**src/rtl/lsu_if.sv**
```systemverilog
// Load/store unit bus bundle.
// Groups the pipeline request channel, the writeback response channel and the
// word-addressed data memory port into one interface.
//   slave  : the load/store controller (accepts requests, drives the memory)
//   master : the pipeline plus memory environment around it
// Signals:
//   req_valid/req_ready/req_write/req_size/req_signed/req_addr/req_wdata
//   resp_valid/resp_ready/resp_rdata/resp_err
//   mem_addr/mem_wdata/mem_read/mem_write (to memory), mem_rdata (from memory)
interface lsu_if;
  logic        req_valid;
  logic        req_ready;
  logic        req_write;
  logic [1:0]  req_size;
  logic        req_signed;
  logic [31:0] req_addr;
  logic [31:0] req_wdata;
  logic        resp_valid;
  logic        resp_ready;
  logic [31:0] resp_rdata;
  logic        resp_err;
  logic [31:0] mem_addr;
  logic [31:0] mem_wdata;
  logic [31:0] mem_rdata;
  logic        mem_read;
  logic        mem_write;

  modport slave (
    input  req_valid, req_write, req_size, req_signed, req_addr, req_wdata,
    input  resp_ready, mem_rdata,
    output req_ready, resp_valid, resp_rdata, resp_err,
    output mem_addr, mem_wdata, mem_read, mem_write
  );

  modport master (
    output req_valid, req_write, req_size, req_signed, req_addr, req_wdata,
    output resp_ready, mem_rdata,
    input  req_ready, resp_valid, resp_rdata, resp_err,
    input  mem_addr, mem_wdata, mem_read, mem_write
  );
endinterface

```
**src/rtl/lsu_ctrl.sv**
```systemverilog
// Load/store initiator for the MEM stage.
// Takes one byte-addressed load/store request, drives the word-addressed data
// memory (combinational read data), and returns lane-aligned, extended load
// data. Sub-word stores are done as read-modify-write.
// Ports:
//   clk   : rising-edge clock
//   rst_n : asynchronous active-low reset
//   bus   : lsu_if.slave (request, response and memory port signals)
// Parameter:
//   DEPTH : number of 32-bit words in the data memory (power of two)
// Build option:
//   LSU_BOUNDS_CHECK_EN : when defined, word index >= DEPTH is reported as an
//   error with no memory access; when undefined the index wraps modulo DEPTH.
module lsu_ctrl #(
  parameter int DEPTH = 1024
) (
  input  logic clk,
  input  logic rst_n,
  lsu_if.slave bus
);

  localparam int AW = (DEPTH > 1) ? $clog2(DEPTH) : 1;

  typedef enum logic [1:0] {IDLE, RD, WR, RESP} state_t;

  state_t      state;
  logic        accept;
  logic        bad_align;
  logic        out_of_range;
  logic [31:0] word_idx;

  // Request fields held for the RD/WR/RESP states
  logic        lat_write;
  logic [1:0]  lat_size;
  logic        lat_signed;
  logic [1:0]  lat_off;
  logic [15:0] lat_wdata;

  logic        unused_addr_bits;

  assign bus.req_ready    = (state == IDLE);
  assign accept           = bus.req_valid && (state == IDLE);
  assign unused_addr_bits = ^bus.req_addr;

  always_comb begin
    bad_align = 1'b0;
    case (bus.req_size)
      2'b01:   bad_align = bus.req_addr[0];
      2'b10:   bad_align = |bus.req_addr[1:0];
      2'b11:   bad_align = 1'b1;
      default: bad_align = 1'b0;
    endcase
  end

`ifdef LSU_BOUNDS_CHECK_EN
  assign word_idx     = {2'b00, bus.req_addr[31:2]};
  assign out_of_range = (word_idx >= 32'(DEPTH));
`else
  // Upper index bits are dropped so the access wraps inside the memory
  assign word_idx     = 32'(bus.req_addr[AW+1:2]);
  assign out_of_range = 1'b0;
`endif

  // Lane select plus sign/zero extension, little-endian lanes
  function automatic logic [31:0] extract(input logic [31:0] w, input logic [1:0] size,
                                          input logic [1:0] off, input logic sgn);
    logic [7:0]  b;
    logic [15:0] h;
    logic [31:0] r;
    b = w[{off, 3'b000} +: 8];
    h = off[1] ? w[31:16] : w[15:0];
    case (size)
      2'b00:   r = {{24{sgn & b[7]}}, b};
      2'b01:   r = {{16{sgn & h[15]}}, h};
      default: r = w;
    endcase
    return r;
  endfunction

  // Replace one lane of the old word with the new store data
  function automatic logic [31:0] merge(input logic [31:0] w, input logic [1:0] size,
                                        input logic [1:0] off, input logic [15:0] wd);
    logic [31:0] r;
    r = w;
    case (size)
      2'b00: r[{off, 3'b000} +: 8] = wd[7:0];
      2'b01: begin
        if (off[1]) r[31:16] = wd;
        else        r[15:0]  = wd;
      end
      default: r = w;
    endcase
    return r;
  endfunction

  always_ff @(posedge clk) begin
    if (accept) begin
      lat_write  <= bus.req_write;
      lat_size   <= bus.req_size;
      lat_signed <= bus.req_signed;
      lat_off    <= bus.req_addr[1:0];
      lat_wdata  <= bus.req_wdata[15:0];
    end
  end

  // The read word is consumed at the end of RD straight into either the
  // merged store word (mem_wdata) or the extracted load result (resp_rdata),
  // so those registers serve as the word buffer.
  always_ff @(posedge clk or negedge rst_n) begin
    if (!rst_n) begin
      state          <= IDLE;
      bus.mem_addr   <= '0;
      bus.mem_wdata  <= '0;
      bus.mem_read   <= 1'b0;
      bus.mem_write  <= 1'b0;
      bus.resp_valid <= 1'b0;
      bus.resp_rdata <= '0;
      bus.resp_err   <= 1'b0;
    end else begin
      case (state)
        IDLE: begin
          if (accept) begin
            if (bad_align || out_of_range) begin
              state          <= RESP;
              bus.resp_valid <= 1'b1;
              bus.resp_err   <= 1'b1;
              bus.resp_rdata <= '0;
            end else begin
              bus.mem_addr <= word_idx;
              if (bus.req_write && (bus.req_size == 2'b10)) begin
                state         <= WR;
                bus.mem_write <= 1'b1;
                bus.mem_wdata <= bus.req_wdata;
              end else begin
                state        <= RD;
                bus.mem_read <= 1'b1;
              end
            end
          end
        end
        RD: begin
          bus.mem_read <= 1'b0;
          if (lat_write) begin
            state         <= WR;
            bus.mem_write <= 1'b1;
            bus.mem_wdata <= merge(bus.mem_rdata, lat_size, lat_off, lat_wdata);
          end else begin
            state          <= RESP;
            bus.resp_valid <= 1'b1;
            bus.resp_err   <= 1'b0;
            bus.resp_rdata <= extract(bus.mem_rdata, lat_size, lat_off, lat_signed);
          end
        end
        WR: begin
          bus.mem_write  <= 1'b0;
          state          <= RESP;
          bus.resp_valid <= 1'b1;
          bus.resp_err   <= 1'b0;
          bus.resp_rdata <= '0;
        end
        RESP: begin
          if (bus.resp_ready) begin
            state          <= IDLE;
            bus.resp_valid <= 1'b0;
          end
        end
        default: state <= IDLE;
      endcase
    end
  end

endmodule
```
**src/flat_wrapper.sv**
```systemverilog
// flat-port wrapper written by rule: the top's interface ports become plain ports
module lsu_ctrl_flat 
#(
  parameter int DEPTH = 1024
)
  (clk, rst_n, bus_req_valid, bus_req_write, bus_req_size, bus_req_signed, bus_req_addr, bus_req_wdata, bus_resp_ready, bus_mem_rdata, bus_req_ready, bus_resp_valid, bus_resp_rdata, bus_resp_err, bus_mem_addr, bus_mem_wdata, bus_mem_read, bus_mem_write);
  lsu_if bus_i ();
  input  logic clk;
  input  logic rst_n;
  input wire logic [$bits(bus_i.req_valid)-1:0] bus_req_valid;
  input wire logic [$bits(bus_i.req_write)-1:0] bus_req_write;
  input wire logic [$bits(bus_i.req_size)-1:0] bus_req_size;
  input wire logic [$bits(bus_i.req_signed)-1:0] bus_req_signed;
  input wire logic [$bits(bus_i.req_addr)-1:0] bus_req_addr;
  input wire logic [$bits(bus_i.req_wdata)-1:0] bus_req_wdata;
  input wire logic [$bits(bus_i.resp_ready)-1:0] bus_resp_ready;
  input wire logic [$bits(bus_i.mem_rdata)-1:0] bus_mem_rdata;
  output wire logic [$bits(bus_i.req_ready)-1:0] bus_req_ready;
  output wire logic [$bits(bus_i.resp_valid)-1:0] bus_resp_valid;
  output wire logic [$bits(bus_i.resp_rdata)-1:0] bus_resp_rdata;
  output wire logic [$bits(bus_i.resp_err)-1:0] bus_resp_err;
  output wire logic [$bits(bus_i.mem_addr)-1:0] bus_mem_addr;
  output wire logic [$bits(bus_i.mem_wdata)-1:0] bus_mem_wdata;
  output wire logic [$bits(bus_i.mem_read)-1:0] bus_mem_read;
  output wire logic [$bits(bus_i.mem_write)-1:0] bus_mem_write;
  assign bus_i.req_valid = bus_req_valid;
  assign bus_i.req_write = bus_req_write;
  assign bus_i.req_size = bus_req_size;
  assign bus_i.req_signed = bus_req_signed;
  assign bus_i.req_addr = bus_req_addr;
  assign bus_i.req_wdata = bus_req_wdata;
  assign bus_i.resp_ready = bus_resp_ready;
  assign bus_i.mem_rdata = bus_mem_rdata;
  assign bus_req_ready = bus_i.req_ready;
  assign bus_resp_valid = bus_i.resp_valid;
  assign bus_resp_rdata = bus_i.resp_rdata;
  assign bus_resp_err = bus_i.resp_err;
  assign bus_mem_addr = bus_i.mem_addr;
  assign bus_mem_wdata = bus_i.mem_wdata;
  assign bus_mem_read = bus_i.mem_read;
  assign bus_mem_write = bus_i.mem_write;
  lsu_ctrl #(.DEPTH(DEPTH)) u_core (.clk(clk), .rst_n(rst_n), .bus(bus_i));
endmodule
```
**config.mk**
```make
export PLATFORM = sky130hd
export DESIGN_NAME = lsu_ctrl_flat
export DESIGN_NICKNAME = d
export VERILOG_FILES = /design/src/rtl/lsu_if.sv /design/src/rtl/lsu_ctrl.sv /design/src/flat_wrapper.sv
export SDC_FILE = /design/constraint.sdc
export NUM_CORES = 1
export LEC_CHECK = 0
export ABC_AREA = 1
export BUFFER_PORTS_ARGS = -buffer_cell sky130_fd_sc_hd__buf_2
export CAP_MARGIN = 20
export CORE_MARGIN = 5
export CORE_UTILIZATION = 27
export DETAILED_ROUTE_END_ITERATION = 8
export RECOVER_POWER = 100
export SETUP_SLACK_MARGIN = 0.3
export SLEW_MARGIN = 10
export SYNTH_ARGS = -nofsm -noshare
export SYNTH_HDL_FRONTEND = slang
export SYNTH_SLANG_ARGS = --single-unit
```
**constraint.sdc**
```tcl
create_clock -name clk -period 2.5 [get_ports clk]
set_clock_uncertainty 0.05 [all_clocks]
set_input_delay 0.25 -clock clk [delete_from_list [all_inputs] [get_ports clk]]
set_output_delay 0.25 -clock clk [all_outputs]
set_load 0.005 [all_outputs]
```
==> results of run 1 <==
[state kept, by name (all words and copies together) (netlist names)]
signal / count
u_core.bus.mem_wdata: 32
u_core.bus.resp_rdata: 32
u_core.lat_wdata: 16
u_core.bus.mem_addr: 10
u_core.lat_off: 2
u_core.lat_size: 2
u_core.state: 2
u_core.bus.mem_read: 1
u_core.bus.mem_write: 1
u_core.bus.resp_err: 1
u_core.bus.resp_valid: 1
u_core.lat_signed: 1
u_core.lat_write: 1
[kinds of logic (layout without fill, tap and decap cells)]
| group | count (synthesis) | in the layout | synth area share (%) |
|---|---|---|---|
| and+or+nand+nor | 558 | 558 | 35.3 |
| AOI/OAI and AO/OA | 128 | 128 | 10.6 |
| buffers and inverters | 128 | 262 | 9.45 |
| DFF | 102 | 102 | 40.9 |
| adders and majority gates | 10 | 10 | 1.92 |
| muxes | 10 | 10 | 1.73 |
| other | 1 | 22 | 0.0577 |
[report_power, final]
part           internal, mW  switching [mW]
clock network         0.741           0.638
registers              2.34           0.353
logic                  1.35            2.40
[worst register-to-register path: cells and delay by family (launching register included)]
family | cells | cell delay, ns
AO/OA/AOI/OAI | 2 | 0.34
adder cells (fa/ha/maj) | 1 | 0.34
buffers and inverters | 3 | 0.64
flip-flops | 1 | 0.43
AND/OR/NAND/NOR | 2 | 0.23
[per-layer routing]
metal  GRT usage, %  up-vias  part of all wire [%]
li1               -     3239                     -
met1           22.7     2936                    46
met2           24.9      241                    44
met3           3.97       20                   8.2
met4           3.59        2                   1.5
met5              0        -                 0.031
[placed cells by master (no fill, tap or decap), types with 25 or more instances in the layout]
master	n
nand2_1	354
nor2_1	100
buf_2	89
dfrtp_1	80
clkbuf_1	73
nand3_1	67
o21ai_0	62
inv_1	55
a21oi_1	46
or2_2	25
[layout make-up]
| cell class | instances | share of cell area (%) |
|---|---|---|
| Sequential cell | 102 | 34.2 |
| Tap cell | 319 | 5.12 |
| Clock buffer | 12 | 3.31 |
| Multi-Input combinational cell | 728 | 42.4 |
| Timing Repair Buffer | 186 | 11.6 |
| Clock inverter | 4 | 0.386 |
| Inverter | 60 | 2.94 |
[what timing repair did]
action	4_1_cts	5_1_grt
endpoints found under the setup margin	0	5
resized for setup	0	1
hold buffers	1	0
endpoints found under the hold margin	38	0
[stage by stage]
step           area [um^2]  std cells  setup WS, ns
2_1_floorplan         6590        958         0.336
3_3_place_gp          7610       1394         0.533
3_5_place_dp          7610       1394         0.505
4_1_cts               7910       1411         0.494
5_1_grt               7790       1411         0.188
6_report              7790       1411         0.359
[worst max-delay path by stage]
stage	end	cells past startpoint
global route	u_core.bus.mem_wdata[1]	8
global placement	u_core.bus.mem_wdata[20]	11
floorplan	u_core.bus.mem_addr[0]	7
finish	u_core.bus.mem_wdata[1]	8
detailed placement	u_core.bus.mem_wdata[24]	9
CTS	u_core.bus.mem_wdata[24]	9
[cells in the mapped netlist (12+ instances only)]
master,number
nand2_1,354
nor2_1,100
dfrtp_1,80
nand3_1,67
o21ai_0,60
inv_1,56
a21oi_1,46
buf_2,29
or2_2,25
buf_4,24
edfxtp_1,22
o211ai_1,15
clkbuf_1,12
==> run summary, run 1 <==
outcome -> finished clean
Hold Startpoint -> bus_req_wdata[12]
die width -> 165 um
vias in the first global route -> 6055
Max Fclk -> 467 MHz
maximum vdd drop -> 0.000484 V
Crit path buffers/inverters -> 3
PnR Total Power -> 7.83 mW
Initial DRC Count -> 520
HP Class -> in -> reg
yosys warns -> 0
grt ovf -> 0
Post-synth top flop -> dfrtp_1
DRT Wirelength -> 22400 um
cells along the critical path -> inv_1, ha_1, inv_1, clkbuf_2, a21oi_1, nand3_1, nand2_1, o21ai_0
area growth from synthesis to layout -> 19.8%
initial antenna violation count -> 1
worst-case hold slack -> 0.0276 ns
CP max-delay cell -> dfrtp_1
worst slew pin tran -> 1.03 ns
cts bufs inserted -> 9
combined area of the multi-input logic cells -> 0.00331 mm^2
filler cell count -> 2643
Die Footprint -> 0.0273 mm^2
RR Startpoint -> u_core.state[1]
Clock Sinks -> 102
Hold Path Sink -> u_core.lat_wdata[12]
cells after synthesis -> 937
hold path cells -> 1
critical-path maximum fanout -> 29
vias -> 6438
Crit Path Class -> reg -> reg
Netlist Area Pre-Place -> 0.00650 mm^2
Yosys reg bits -> 102
buffer depth of the longest clock path -> 2
FF-to-FF setup slack -> 0.36 ns
final setup fails -> 0
Die H -> 165 um
final hold violation count -> 0
TritonCTS clock tree -> yes
FF-to-FF path depth -> 8
Cell variety after synth -> 31
global-route wire length before repair -> 34100 um
# IOs -> 205
cell mode on critical path -> inv_1
pin count of the biggest net entering global routing -> 43
share of cells above drive strength 1 -> 15.8%
reg2reg end -> u_core.bus.mem_wdata[1]
EDFF count, synth -> 22
Avg Cell Area, Syn -> 6.94 um^2
fin crit period -> 2.14 ns
Worst EP required -> 2.67 ns
DRC errors left -> 0
Post-DRT Antenna Nets -> 0
relative slew slack -> 31.3%
FF/Latch Area -> 0.00266 mm^2
postcts setup bufs -> 0
worst skew pair latency -> 0.35 ns
unrepaired setup endpoints after global routing -> no
Placer Congestion -> 0.920
Clock Pin Slew Worst Setup and Hold Paths -> 0.07 ns
post-synth top area cell -> dfrtp_1
dpl hpwl -> 17300 um
CTS Root Cell -> clkbuf_16
GR Util All Layers -> 16.1%
fin nets -> 1201
CP Launch Point -> u_core.state[1]
Avg WL per Cell -> 15.9 um
Max Slew Vio Count -> 0
setup TNS -> 0 ns
pwr dens -> 1010 mW/mm^2
CP delay by family, top -> buffers and inverters
row count -> 56
DRT Pass-1 Iters -> 5
H-Tree Level Count -> 3
share of the synthesized area in the top cell type -> 30.8%
LEAKAGE -> 3.91 nW
endpoint class of the critical path -> flip-flop
IO buf count -> 162
Inserted Diodes -> 0
max_cap viols -> 0
most area-consuming cells after synthesis -> dfrtp_1, nand2_1, edfxtp_1
Initial Util -> 27.5%
Critical Path Source Type -> flip-flop
Async S/R FF share, synth -> 78.4%
Placeable Area -> 0.0236 mm^2
Worst EP arrival -> 2.31 ns
post-synthesis sequential area ratio -> 40.9%
post-layout util -> 33.0%
Final Cycle Share -> 85.6%
Via density -> 4.56
Worst path max stage delay -> 0.43 ns
Power figures use the tool's default switching activity.
==> inputs of run 2 (changes only) <==
ABC_CLOCK_PERIOD_IN_PS = 2500   (was default)
CELL_PAD_IN_SITES_DETAIL_PLACEMENT = 0   (was default)
CELL_PAD_IN_SITES_GLOBAL_PLACEMENT = 1   (was default)
PLACE_DENSITY_LB_ADDON = 0.1   (was default)
==> run summary, run 2 (synthesized netlist as in run 1, its figures left out) <==
outcome -> finished clean (unchanged)
Placeable Area -> 0.0236 mm^2 (unchanged)
vias in the first global route -> 6250 (was 6055)
fin nets -> 1202 (was 1201)
post-layout util -> 33.2% (was 33.0%)
Final Instance Area -> 0.00784 mm^2 (was 0.00779 mm^2)
final setup fails -> 0 (unchanged)
pin count of the biggest net entering global routing -> 44 (was 43)
Post-DRT Antenna Nets -> 0 (unchanged)
Crit Path Class -> reg -> reg (unchanged)
Clock Sinks -> 102 (unchanged)
global-route wire length before repair -> 36300 um (was 34100 um)
worst slew pin tran -> 1.06 ns (was 1.03 ns)
Die H -> 165 um (unchanged)
reg2reg end -> u_core.bus.mem_wdata[4] (was u_core.bus.mem_wdata[1])
HP Class -> in -> reg (unchanged)
share of cells above drive strength 1 -> 17.3% (was 15.8%)
initial antenna violation count -> 2 (was 1)
dpl hpwl -> 18200 um (was 17300 um)
DRC errors left -> 0 (unchanged)
grt met3 use -> 4.12% (was 3.97%)
Setup crit end -> u_core.bus.mem_wdata[4] (was u_core.bus.mem_wdata[1])
RR Startpoint -> u_core.lat_size[1] (was u_core.state[1])
Initial Util -> 27.5% (unchanged)
DRT Pass-1 Iters -> 5 (unchanged)
H-Tree Level Count -> 3 (unchanged)
GR Util All Layers -> 17.3% (was 16.1%)
Max Slew Vio Count -> 0 (unchanged)
LEAKAGE -> 3.98 nW (was 3.91 nW)
cts bufs inserted -> 9 (unchanged)
IO buf count -> 162 (unchanged)
grt ovf -> 0 (unchanged)
Clock Pin Slew Worst Setup and Hold Paths -> 0.07 ns (about the same)
Worst EP arrival -> 2.37 ns (was 2.31 ns)
postcts setup bufs -> 0 (unchanged)
# IOs -> 205 (unchanged)
commonest non-fill, non-tap cells in the layout -> nand2_1, buf_2, nor2_1 (was nand2_1, nor2_1, buf_2)
largest registers -> u_core.bus.mem_wdata (32), u_core.bus.resp_rdata (32), u_core.lat_wdata (16) (unchanged)
Die Footprint -> 0.0273 mm^2 (unchanged)
FF-to-FF path depth -> 10 (was 8)
fin crit period -> 2.13 ns (was 2.14 ns)
area growth from synthesis to layout -> 20.6% (was 19.8%)
final hold violation count -> 0 (unchanged)
Placer Congestion -> 0.820 (was 0.920)
CTS Root Cell -> clkbuf_16 (unchanged)
DRT Wirelength -> 23600 um (was 22400 um)
GRT Max-Usage Layer -> met2 (unchanged)
critical-path maximum fanout -> 18 (was 29)
endpoint class of the critical path -> flip-flop (unchanged)
maximum vdd drop -> 0.000572 V (was 0.000484 V)
CP Launch Point -> u_core.lat_size[1] (was u_core.state[1])
worst skew pair latency -> 0.35 ns (about the same)
Max Fclk -> 470 MHz (was 467 MHz)
max_cap viols -> 0 (unchanged)
commonest non-fill, non-tap cell in the layout -> nand2_1 (unchanged)
Critical Path Source Type -> flip-flop (unchanged)
row count -> 56 (unchanged)
Initial DRC Count -> 413 (was 520)
Avg WL per Cell -> 16.7 um (was 15.9 um)
Place WS -> 0.355 ns (was 0.505 ns)
FF-to-FF setup slack -> 0.37 ns (was 0.36 ns)
die width -> 165 um (unchanged)
vias -> 6319 (was 6438)
met2 GRT Util -> 26.0% (was 24.9%)
buffer depth of the longest clock path -> 2 (unchanged)
relative slew slack -> 29.3% (was 31.3%)
Final Cycle Share -> 85.1% (was 85.6%)
unrepaired setup endpoints after global routing -> yes (was no)
setup ws final -> 0.373 ns (was 0.359 ns)
Worst EP required -> 2.74 ns (was 2.67 ns)
setup TNS -> 0 ns (unchanged)
pwr dens -> 1010 mW/mm^2 (about the same)
met1 Use GR -> 25.1% (was 22.7%)
TritonCTS clock tree -> yes (unchanged)
PnR Total Power -> 7.92 mW (was 7.83 mW)
Via density -> 4.47 (was 4.56)
placed cell area -> 0.00761 mm^2 (about the same)
## run 2: metal layers
| layer | part of all wire, % | wire length [um] |
|---|---|---|
| met4 | 1.4 | 325 |
| met2 | 44 | 10300 |
| met1 | 48 | 11400 |
| met3 | 6.4 | 1500 |
| met5 | 0.14 | 34 |
## run 2: worst min-delay path by stage
| stage | slack (ns) | cells after the start | to | from |
|---|---|---|---|---|
| 2_1_floorplan | -0.1 | 0 | u_core.bus.mem_addr[0] | rst_n |
| 5_1_grt | 0.02 | 1 | u_core.lat_wdata[6] | bus_req_wdata[6] |
| 4_1_cts | 0.01 | 1 | u_core.lat_wdata[7] | bus_req_wdata[7] |
| 3_5_place_dp | 0.23 | 1 | u_core.bus.mem_wdata[3] | rst_n |
| 3_3_place_gp | 0.24 | 1 | u_core.bus.mem_wdata[3] | rst_n |
| 6_report | 0.03 | 1 | u_core.lat_wdata[10] | bus_req_wdata[10] |
## run 2: final cells by class
type	instances	area [um^2]
clock inverter	3	42.5
clock buffer	13	272
inverter	60	229
multi-input combinational	728	3300
sequential	102	2660
antenna	1	2.50
fill	2716	15800
tap	319	399
timing repair buffer	187	932
## run 2: report_power, final
part / switching [mW] / internal (mW) / leakage [nW]
logic: 2.38 / 1.34 / 2.60
clock network: 0.651 / 0.866 / 0.151
registers: 0.351 / 2.34 / 1.22
total: 3.38 / 4.54 / 3.98
## run 2: through the flow
| step | std cells | hold WS [ns] |
|---|---|---|
| 2_1_floorplan | 958 | -0.0956 |
| 3_3_place_gp | 1395 | 0.241 |
| 3_5_place_dp | 1395 | 0.231 |
| 4_1_cts | 1412 | 0.0143 |
| 5_1_grt | 1412 | 0.0151 |
| 6_report | 1413 | 0.0321 |
## run 2: worst max-delay path, stage by stage (launching register included)
cell,delay [ns]
edfxtp_1,0.56
inv_2,0.35
nand2_2,0.27
clkbuf_2,0.30
a21oi_1,0.18
nand2_1,0.06
nand2_1,0.07
nand2_1,0.05
nand2_1,0.08
nand2_1,0.05
nand2_1,0.05
## run 2: repair_timing
action                                 CTS  global route
resized for setup                        1             3
setup endpoints to repair                3            26
hold buffers                             1             0
endpoints found under the hold margin   37             0
